--- src/rtl/redun_mont_pkg.sv ---
// redun_mont_pkg: shared redundant-number types plus the squaring driver's state and error encodings
package redun_mont_pkg;
    localparam int NUM_WRDS = 4;
    localparam int WRD_BITS = 16;
    typedef logic [NUM_WRDS-1:0][WRD_BITS-1:0] redun0_t;
    typedef enum logic [2:0] {
        S_IDLE, S_WAIT_LOCK, S_ISSUE, S_WAIT_RES, S_DONE, S_ERR
    } drv_state_t;
    typedef enum logic [1:0] {
        ERR_NONE, ERR_TIMEOUT, ERR_LOCK, ERR_SPUR
    } drv_err_t;
endpackage

--- src/rtl/redun_sq_driver_if.sv ---
// redun_sq_driver_if: request/result link between the squaring driver and the clock-crossed wrapper
//   start  : request strobe (wrapper i_start)
//   sq_in  : operand to the wrapper
//   sq_out : result from the wrapper
//   valid  : result valid
//   locked : wrapper clock locked, already synchronised
interface redun_sq_driver_if;
    import redun_mont_pkg::*;
    logic    start;
    redun0_t sq_in;
    redun0_t sq_out;
    logic    valid;
    logic    locked;
    modport master (output start, sq_in, input sq_out, valid, locked);
    modport slave  (input start, sq_in, output sq_out, valid, locked);
endinterface

--- src/rtl/redun_sq_driver.sv ---
// redun_sq_driver: iterates T Montgomery squarings through the wrapper, one request in flight at a time
//   i_clk/i_reset : clock, asynchronous active-high reset
//   i_start, i_sq, i_iter : command pulse, initial value, iteration count (accepted in IDLE/ERR)
//   o_busy, o_done, o_sq, o_iter_cnt, o_err : status, completion pulse, final value, progress, sticky error
//   wrap : master side of the wrapper link
module redun_sq_driver #(
    parameter int NUM_WRDS    = redun_mont_pkg::NUM_WRDS,
    parameter int WRD_BITS    = redun_mont_pkg::WRD_BITS,
    parameter int CNT_BITS    = 64,
    parameter int TIMEOUT_CYC = 4096
) (
    input  logic                    i_clk,
    input  logic                    i_reset,
    input  logic                    i_start,
    input  redun_mont_pkg::redun0_t i_sq,
    input  logic [CNT_BITS-1:0]     i_iter,
    output logic                    o_busy,
    output logic                    o_done,
    output redun_mont_pkg::redun0_t o_sq,
    output logic [CNT_BITS-1:0]     o_iter_cnt,
    output logic [1:0]              o_err,
    redun_sq_driver_if.master       wrap
);
    import redun_mont_pkg::*;

    localparam int TW = TIMEOUT_CYC > 1 ? $clog2(TIMEOUT_CYC) : 1;

    drv_state_t state_q, state_d;
    drv_err_t err_q, err_d;
    logic [NUM_WRDS-1:0][WRD_BITS-1:0] cur_q, cur_d;
    logic [CNT_BITS-1:0] tgt_q, tgt_d, cnt_q, cnt_d;
    logic [TW-1:0] tmo_q, tmo_d;
    logic done_q, done_d, wst_q, wst_d;
    redun0_t sq_q, sq_d, wsq_q, wsq_d;
    logic accept, take, spur, lock_lost, timeout;

    always_ff @(posedge i_clk or posedge i_reset) begin
        if (i_reset) begin
            state_q <= S_IDLE;
            err_q   <= ERR_NONE;
            cur_q   <= '0;
            tgt_q   <= '0;
            cnt_q   <= '0;
            tmo_q   <= '0;
            done_q  <= 1'b0;
            wst_q   <= 1'b0;
            sq_q    <= '0;
            wsq_q   <= '0;
        end else begin
            state_q <= state_d;
            err_q   <= err_d;
            cur_q   <= cur_d;
            tgt_q   <= tgt_d;
            cnt_q   <= cnt_d;
            tmo_q   <= tmo_d;
            done_q  <= done_d;
            wst_q   <= wst_d;
            sq_q    <= sq_d;
            wsq_q   <= wsq_d;
        end
    end

    // Lock loss beats a same-cycle result; a result beats the timeout.
    always_comb begin
        state_d = state_q;
        case (state_q)
            S_IDLE, S_ERR: if (i_start) state_d = i_iter == '0 ? S_DONE : S_WAIT_LOCK;
            S_WAIT_LOCK:   if (wrap.locked) state_d = S_ISSUE;
            S_ISSUE:       state_d = wrap.locked ? S_WAIT_RES : S_ERR;
            S_WAIT_RES:    state_d = !wrap.locked ? S_ERR :
                                     wrap.valid ? (cnt_q + 1'b1 == tgt_q ? S_DONE : S_ISSUE) :
                                     tmo_q == TW'(TIMEOUT_CYC - 1) ? S_ERR : S_WAIT_RES;
            S_DONE:        state_d = S_IDLE;
            default:       state_d = S_IDLE;
        endcase
    end

    always_comb begin
        accept    = (state_q == S_IDLE || state_q == S_ERR) && i_start;
        take      = state_q == S_WAIT_RES && wrap.locked && wrap.valid;
        spur      = wrap.valid && (state_q inside {S_IDLE, S_WAIT_LOCK, S_ISSUE, S_DONE});
        lock_lost = (state_q == S_ISSUE || state_q == S_WAIT_RES) && !wrap.locked;
        timeout   = state_q == S_WAIT_RES && wrap.locked && !wrap.valid && tmo_q == TW'(TIMEOUT_CYC - 1);
        err_d     = lock_lost ? ERR_LOCK : timeout ? ERR_TIMEOUT : spur ? ERR_SPUR : accept ? ERR_NONE : err_q;
        cur_d     = accept ? i_sq : take ? wrap.sq_out : cur_q;
        tgt_d     = accept ? i_iter : tgt_q;
        cnt_d     = accept ? '0 : take ? cnt_q + 1'b1 : cnt_q;
        tmo_d     = state_q == S_ISSUE ? '0 : state_q == S_WAIT_RES ? tmo_q + 1'b1 : tmo_q;
        // The request strobe is withheld if lock drops during ISSUE, so nothing is sent on an unlocked link.
        wst_d     = state_q == S_ISSUE && wrap.locked;
        wsq_d     = wst_d ? cur_q : wsq_q;
        done_d    = state_q == S_DONE;
        sq_d      = done_d ? cur_q : sq_q;
    end

    always_comb begin
        o_busy      = state_q inside {S_WAIT_LOCK, S_ISSUE, S_WAIT_RES};
        o_done      = done_q;
        o_sq        = sq_q;
        o_iter_cnt  = cnt_q;
        o_err       = err_q;
        wrap.start  = wst_q;
        wrap.sq_in  = wsq_q;
    end
endmodule
--- src/flat_wrapper.sv ---
// flat-port wrapper written by rule: the top's interface ports become plain ports
module redun_sq_driver_flat import redun_mont_pkg::*;
#(
    parameter int NUM_WRDS    = redun_mont_pkg::NUM_WRDS,
    parameter int WRD_BITS    = redun_mont_pkg::WRD_BITS,
    parameter int CNT_BITS    = 64,
    parameter int TIMEOUT_CYC = 4096
)
  (i_clk, i_reset, i_start, i_sq, i_iter, o_busy, o_done, o_sq, o_iter_cnt, o_err, wrap_start, wrap_sq_in, wrap_sq_out, wrap_valid, wrap_locked);
  redun_sq_driver_if wrap_i ();
  input  logic i_clk;
  input  logic i_reset;
  input  logic i_start;
  input  redun_mont_pkg::redun0_t i_sq;
  input  logic [CNT_BITS-1:0] i_iter;
  output logic o_busy;
  output logic o_done;
  output redun_mont_pkg::redun0_t o_sq;
  output logic [CNT_BITS-1:0] o_iter_cnt;
  output logic [1:0] o_err;
  output wire logic [$bits(wrap_i.start)-1:0] wrap_start;
  output wire logic [$bits(wrap_i.sq_in)-1:0] wrap_sq_in;
  input wire logic [$bits(wrap_i.sq_out)-1:0] wrap_sq_out;
  input wire logic [$bits(wrap_i.valid)-1:0] wrap_valid;
  input wire logic [$bits(wrap_i.locked)-1:0] wrap_locked;
  assign wrap_start = wrap_i.start;
  assign wrap_sq_in = wrap_i.sq_in;
  assign wrap_i.sq_out = wrap_sq_out;
  assign wrap_i.valid = wrap_valid;
  assign wrap_i.locked = wrap_locked;
  redun_sq_driver #(.NUM_WRDS(NUM_WRDS), .WRD_BITS(WRD_BITS), .CNT_BITS(CNT_BITS), .TIMEOUT_CYC(TIMEOUT_CYC)) u_core (.i_clk(i_clk), .i_reset(i_reset), .i_start(i_start), .i_sq(i_sq), .i_iter(i_iter), .o_busy(o_busy), .o_done(o_done), .o_sq(o_sq), .o_iter_cnt(o_iter_cnt), .o_err(o_err), .wrap(wrap_i));
endmodule
--- config.mk ---
export PLATFORM = sky130hd
export DESIGN_NAME = redun_sq_driver_flat
export DESIGN_NICKNAME = d
export VERILOG_FILES = /design/src/rtl/redun_mont_pkg.sv /design/src/rtl/redun_sq_driver_if.sv /design/src/rtl/redun_sq_driver.sv /design/src/flat_wrapper.sv
export SDC_FILE = /design/constraint.sdc
export NUM_CORES = 1
export LEC_CHECK = 0
export ABC_CLOCK_PERIOD_IN_PS = 13600
export CORE_MARGIN = 5
export CORE_UTILIZATION = 51
export DETAILED_ROUTE_END_ITERATION = 16
export GPL_ROUTABILITY_DRIVEN = 0
export GPL_TIMING_DRIVEN = 0
export PLACE_DENSITY_LB_ADDON = 0.08
export SLEW_MARGIN = 20
export SYNTH_ARGS = -nofsm -noshare
export SYNTH_HDL_FRONTEND = slang
export SYNTH_SLANG_ARGS = --single-unit
--- constraint.sdc ---
create_clock -name i_clk -period 13.6 [get_ports i_clk]
set_input_delay 1.36 -clock i_clk [delete_from_list [all_inputs] [get_ports i_clk]]
set_output_delay 1.36 -clock i_clk [all_outputs]
set_load 0.01 [all_outputs]
==> flow_metrics.env, run 1 <==
export IMPL_slew_headroom=0.155
export IMPL_cts_sinks=339
export IMPL_p_per_area_nw_per_um2=193
export IMPL_cts_buffers=38
export IMPL_viasPerCell=5.98
export IMPL_dp_slack_ps=8790
export IMPL_first_global_vias=14900
export IMPL_core_area_um2=32300
export IMPL_startpoint="u_core.o_iter_cnt[18]"
export IMPL_ys_ff_latch=339
export IMPL_synth_fp_nets=1812
export IMPL_dieWidth_um=190
export IMPL_synth_seq_area_share=0.512
export IMPL_cts_resized_gates=0
export IMPL_final_area_um2=22300
export IMPL_fin_crit_ps=5000
export IMPL_fin_nets=2248
export IMPL_row_count=66
export IMPL_portBuffers=393
export IMPL_yosysWarnings=0
export IMPL_fmax_mhz=200
export IMPL_drc=0
export IMPL_grt_max_degree=105
export IMPL_antenna_left=0
export IMPL_wirelength_um=58100
export IMPL_tightest_slew_ps=1260
export IMPL_static_leakage_power_nw=8.84
export IMPL_final_cell_mix="clkdlybuf4s50_1 (393), dfrtp_1 (339), nand2_1 (197)"
export IMPL_arrival_ps=5410
export IMPL_clk_latency_ps=530
export IMPL_reg2reg_from="u_core.o_iter_cnt[18]"
export IMPL_ir_worst_vdd_v=0.000128
export IMPL_synth_edf_count=0
export IMPL_path_class="reg2reg"
export IMPL_setup_slack_ps=8600
export IMPL_start_util=0.513
export IMPL_io_pin_count=394
export IMPL_fillers=2545
export IMPL_grt_overflow_total=0
export IMPL_synth_distinct_cells=59
export IMPL_drive_above_1_share=0.134
export IMPL_finClkSkew_ps=22.0
export IMPL_dieArea_um2=36200
export IMPL_via_count=15100
export IMPL_drv_cap=0
export IMPL_min_period_over_period=0.368
export IMPL_dp_cells=2451
export IMPL_area_growth_pct=34.7
export IMPL_finalHoldViolCount=0
export IMPL_grt_total_usage=0.308
export IMPL_antenna_found_initial=5
export IMPL_rsz0062_at_grt="no"
export IMPL_synth_main_ff_cell="dfrtp_1"
export IMPL_clkTransAtPathRegs_ps=60
export IMPL_syn_cell_area_um2=16600
export IMPL_setup_viol=0
export IMPL_cp_start_kind="flip-flop"
export IMPL_cts_path_max_buffers=3
export IMPL_fin_setup_tns_ps=0
export IMPL_cp_end_kind="flip-flop"
export IMPL_avgSynthCellArea_um2=10.3
export IMPL_ctsHoldBuffers=0
export IMPL_final_cells=2519
export IMPL_holdWs_ps=502
export IMPL_grt_pass1_wl_um=86900
export IMPL_synthCells=1613
export IMPL_routedWlPerCell_um=23.1
export IMPL_path_max_fanout=8
export IMPL_first_iter_violations=1356
export IMPL_dp_hpwl_um=43300
export IMPL_cts_root_buffer="clkbuf_16"
export IMPL_worstHoldStart="u_core.o_sq[1]"
export IMPL_place_area_um2=21200
export IMPL_htreeDepth=2
export IMPL_status="complete, no violations"
export IMPL_dr_pass1_iters=5
export IMPL_dieHeight_um=190
export IMPL_mostFrequentLayoutCell="clkdlybuf4s50_1"
export IMPL_post_cts_buffers=0
export IMPL_worstPathRequired_ps=14010
export IMPL_cts_tree="yes"
export IMPL_hold_path_class="reg2reg"
export IMPL_report_final_slew_viol_count=0
export IMPL_synthArstFlopShare=1.00
[layout make-up]
type / count / area (um2) / area share
timing repair buffer: 396 / 4020 / 0.180
tap: 442 / 553 / 0.0248
multi-input combinational: 1156 / 7630 / 0.342
inverter: 11 / 48.8 / 0.00219
sequential: 339 / 8480 / 0.380
antenna: 3 / 7.51 / 0.000336
buffer: 107 / 417 / 0.0187
clock inverter: 11 / 58.8 / 0.00263
clock buffer: 54 / 1100 / 0.0494
[path summary, 6_finish.rpt]
kind | to | slack, ps | depth (start not counted)
max | u_core.state_q[1] | 8600 | 10
min | u_core.o_sq[1] | 500 | 1
max reg2reg | u_core.state_q[1] | 8600 | 10
min reg2reg | u_core.o_sq[1] | 500 | 1
max in group asynchronous | u_core.tgt_q[19] | 10520 | 5
min in group asynchronous | u_core.cur_q[11] | 1380 | 2
[cells in the mapped netlist (3+ instances only)]
master,count,share of area
clkbuf_2,3,0.00091
nand3_1,40,0.012
and2_1,14,0.0053
o31ai_1,36,0.016
or4_1,7,0.0032
o21ai_0,88,0.027
inv_1,11,0.0025
xnor2_1,68,0.036
a21o_1,6,0.0027
buf_1,6,0.0014
or2_2,3,0.0011
xor2_1,32,0.017
and4_1,16,0.0085
clkbuf_1,89,0.020
mux2i_1,4,0.0024
nand4_1,48,0.018
nor4_1,38,0.014
nand2b_1,5,0.0019
nor2b_1,4,0.0015
o41ai_1,10,0.0053
buf_2,9,0.0027
a31oi_1,74,0.028
and3_1,15,0.0057
or3_1,12,0.0045
nor4b_1,3,0.0016
nor2_1,144,0.033
o211ai_1,6,0.0027
mux2_2,192,0.13
dfrtp_1,339,0.51
a21oi_1,35,0.011
nor3_1,21,0.0063
nand2_1,197,0.045
nor3b_1,4,0.0018
[stage by stage]
stage,utilization,power (W)
floorplan,-,0.00252
global placement,0.652,0.00329
detailed placement,0.655,0.00334
CTS,0.691,0.00432
global route,0.691,0.00452
finish,0.691,0.00431
[flip-flops by register name (all words and copies together) (netlist names)]
name	flops
u_core.cur_q	64
u_core.o_iter_cnt	64
u_core.o_sq	64
u_core.tgt_q	64
u_core.wrap.sq_in	64
u_core.tmo_q	12
u_core.state_q	3
u_core.o_err	2
u_core.o_done	1
u_core.wrap.start	1
[layer usage]
| metal | global-route usage | vias up | part of all wire |
|---|---|---|---|
| met3 | 0.0690 | 195 | 0.099 |
| li1 | - | 6687 | - |
| met4 | 0.139 | 4 | 0.051 |
| met5 | 0 | - | 0.00036 |
| met1 | 0.410 | 7343 | 0.39 |
| met2 | 0.487 | 847 | 0.46 |
[kinds of logic after synthesis]
family | synth area share
mux | 0.133
flops | 0.512
compound gates | 0.102
simple gates | 0.171
fa+ha+maj | 0.00151
buf+inv | 0.0276
xor+xnor | 0.0528
[worst max-delay path, stage by stage (launching register included)]
cell	delay, ps
dfrtp_1	360
clkbuf_1	290
nand4_1	330
nor3_1	1050
nand4_1	310
xnor2_1	290
or3b_2	500
or4_1	520
nor4_1	720
a21oi_1	240
o211a_1	260
[where the power goes]
group,switching [W],internal [W]
clock,0.000402,0.000562
sequential,0.000277,0.00142
combinational,0.000757,0.000891
Note: power is estimated with default switching activity, not from simulation.
==> run 2: changes to the inputs <==
--- a/config.mk
+++ b/config.mk
@@ -5,9 +5,9 @@
 export SDC_FILE = /design/constraint.sdc
 export NUM_CORES = 1
 export LEC_CHECK = 0
-export ABC_CLOCK_PERIOD_IN_PS = 13600
+export ABC_CLOCK_PERIOD_IN_PS = 4500
 export CORE_MARGIN = 5
-export CORE_UTILIZATION = 51
+export CORE_UTILIZATION = 46
 export DETAILED_ROUTE_END_ITERATION = 16
 export GPL_ROUTABILITY_DRIVEN = 0
 export GPL_TIMING_DRIVEN = 0
==> constraint.sdc (replaced) <==
create_clock -name i_clk -period 4.5 [get_ports i_clk]
set_input_delay 0.45 -clock i_clk [delete_from_list [all_inputs] [get_ports i_clk]]
set_output_delay 0.45 -clock i_clk [all_outputs]
set_load 0.01 [all_outputs]
==> run 2 against run 1 <==
Effect of this change: global-route usage shrank 2.1 points; critical path depth is 2 higher; highest routed layer is now met4; combinational power grew to 3.0 times the previous value.
==> flow_metrics.env, run 2 (synthesis gave the netlist of run 1 again) <==
export IMPL_mostFrequentLayoutCell="clkdlybuf4s50_1"
export IMPL_first_iter_violations=1178
export IMPL_cpPeakStageDelay_ps=680
export IMPL_p_per_area_nw_per_um2=586
export IMPL_finClkSkew_ps=30.6
export IMPL_cts_buffers=38
export IMPL_row_count=69
export IMPL_antenna_left=0
export IMPL_dr_wl_met2_um=27600
export IMPL_crit_family="simple AND/OR/NAND/NOR gates"
export IMPL_first_global_vias=14800
export IMPL_path_max_fanout=10
export IMPL_ir_worst_vdd_v=0.000390
export IMPL_core_area_um2=35600
export IMPL_status="complete, no violations"
export IMPL_dr_pass1_iters=5
export IMPL_rr_worst_depth=12
export IMPL_cp_num_cells=12
export IMPL_cp_end_kind="flip-flop"
export IMPL_dieWidth_um=200
export IMPL_fmax_mhz=230
export IMPL_post_cts_buffers=0
export IMPL_highest_layer="met4"
export IMPL_via_count=14800
export IMPL_fin_nets=2256
export IMPL_holdWs_ps=197
export IMPL_dp_slack_ps=-332
export IMPL_routedWlPerCell_um=23.3
export IMPL_setup_viol=0
export IMPL_clkTransAtPathRegs_ps=60
export IMPL_power_w=0.0132
export IMPL_worstPathRequired_ps=4900
export IMPL_met3_length_um=5490
export IMPL_setup_slack_ps=143
export IMPL_dp_hpwl_um=45000
export IMPL_slew_headroom=0.254
export IMPL_antenna_found_initial=3
export IMPL_htreeDepth=2
export IMPL_clk_latency_ps=540
export IMPL_arrival_ps=4760
export IMPL_drive_above_1_share=0.137
export IMPL_grt_pass1_wl_um=88700
export IMPL_cts_root_buffer="clkbuf_16"
export IMPL_finalHoldViolCount=0
export IMPL_cts_path_max_buffers=3
export IMPL_grt_overflow_total=0
export IMPL_dieHeight_um=200
export IMPL_final_cell_mix="clkdlybuf4s50_1 (393), dfrtp_1 (339), nand2_1 (197)"
export IMPL_drc=0
export IMPL_io_pin_count=394
export IMPL_start_util=0.466
export IMPL_portBuffers=393
export IMPL_cts_tree="yes"
export IMPL_grt_total_usage=0.287
export IMPL_path_class="reg2reg"
export IMPL_critPathSlowestCell="nor4_1"
export IMPL_cts_sinks=339
export IMPL_dieArea_um2=39900
export IMPL_grt_max_degree=35
export IMPL_hold_path_class="in2async"
export IMPL_fin_crit_ps=4360
export IMPL_path_cells="ha_1 > and4_1 > clkbuf_1 > and3_1 > clkbuf_2 > nand4_1 > nor4_1 > xnor2_1 > nand4_1 > nor4_2 > a21oi_1 > o211a_1"
export IMPL_crit_buf_inv=2
export IMPL_fin_setup_tns_ps=0
export IMPL_viasPerCell=5.83
export IMPL_area_growth_pct=36.0
export IMPL_rsz0062_at_grt="no"
export IMPL_drt_met1_wl_um=24100
export IMPL_cp_start_kind="flip-flop"
export IMPL_report_final_slew_viol_count=0
export IMPL_tightest_slew_ps=1120
export IMPL_drv_cap=0
export IMPL_static_leakage_power_nw=8.92
export IMPL_cpMostUsedCell="nand4_1"
export IMPL_wirelength_um=59300
export IMPL_min_period_over_period=0.968
[run 2: cell count changes in the layout (fill, tap and decap cells not counted), moves of 3 or more]
cell and change:
clkinv_2 -3, bufinv_16 +4, buf_12 +11, clkbuf_8 -5, buf_16 -3
[run 2: per-layer routing]
| metal | GRT usage | up-vias |
|---|---|---|
| met5 | 0 | - |
| met4 | 0.0948 | 0 |
| met3 | 0.0551 | 141 |
| met2 | 0.460 | 747 |
| met1 | 0.397 | 7243 |
| li1 | - | 6714 |
[run 2: worst reg2reg max path, stage by stage, from the launching register on]
cell and delay (ps):
dfrtp_1 470, ha_1 310, and4_1 220, clkbuf_1 260, and3_1 410, clkbuf_2 400
nand4_1 220, nor4_1 680, xnor2_1 210, nand4_1 200, nor4_2 410, a21oi_1 200
o211a_1 250
[run 2: area by class of cell]
| type | instances | area [um2] |
|---|---|---|
| Antenna cell | 3 | 7.51 |
| Buffer | 107 | 418 |
| Clock buffer | 51 | 1040 |
| Clock inverter | 13 | 173 |
| Fill cell | 3020 | 13000 |
| Inverter | 11 | 45.0 |
| Multi-Input combinational cell | 1156 | 7640 |
| Sequential cell | 339 | 8480 |
| Tap cell | 461 | 577 |
| Timing Repair Buffer | 404 | 4150 |
[run 2: final timing paths]
check / from / endpoint / slack, ps
setup / recovery: u_core.o_iter_cnt[0] / u_core.state_q[1] / 140
hold / removal: i_reset / u_core.wrap.sq_in[56] / 200
setup reg to reg: u_core.o_iter_cnt[0] / u_core.state_q[1] / 140
hold reg to reg: u_core.wrap.sq_in[15] / u_core.wrap.sq_in[15] / 500
max in group asynchronous: i_reset / u_core.cur_q[2] / 2690
min in group i_clk: wrap_sq_out[27] / u_core.cur_q[27] / 480
[run 2: stage by stage]
step	cells	util	cell area, um2
floorplan	1613	-	16600
global placement	2467	0.593	21100
detailed placement	2478	0.599	21300
CTS	2542	0.634	22500
global route	2545	0.634	22500
finish	2545	0.634	22500
[run 2: power by group]
| group | internal, W | switching, W | total (W) |
|---|---|---|---|
| Combinational | 0.00270 | 0.00228 | 0.00499 |
| Clock | 0.00185 | 0.00124 | 0.00309 |
| Sequential | 0.00429 | 0.000836 | 0.00512 |
[run 2: what timing repair did]
item	in CTS	in global routing
resized for setup	3	0
hold buffers	0	0
setup endpoints to repair	2	0
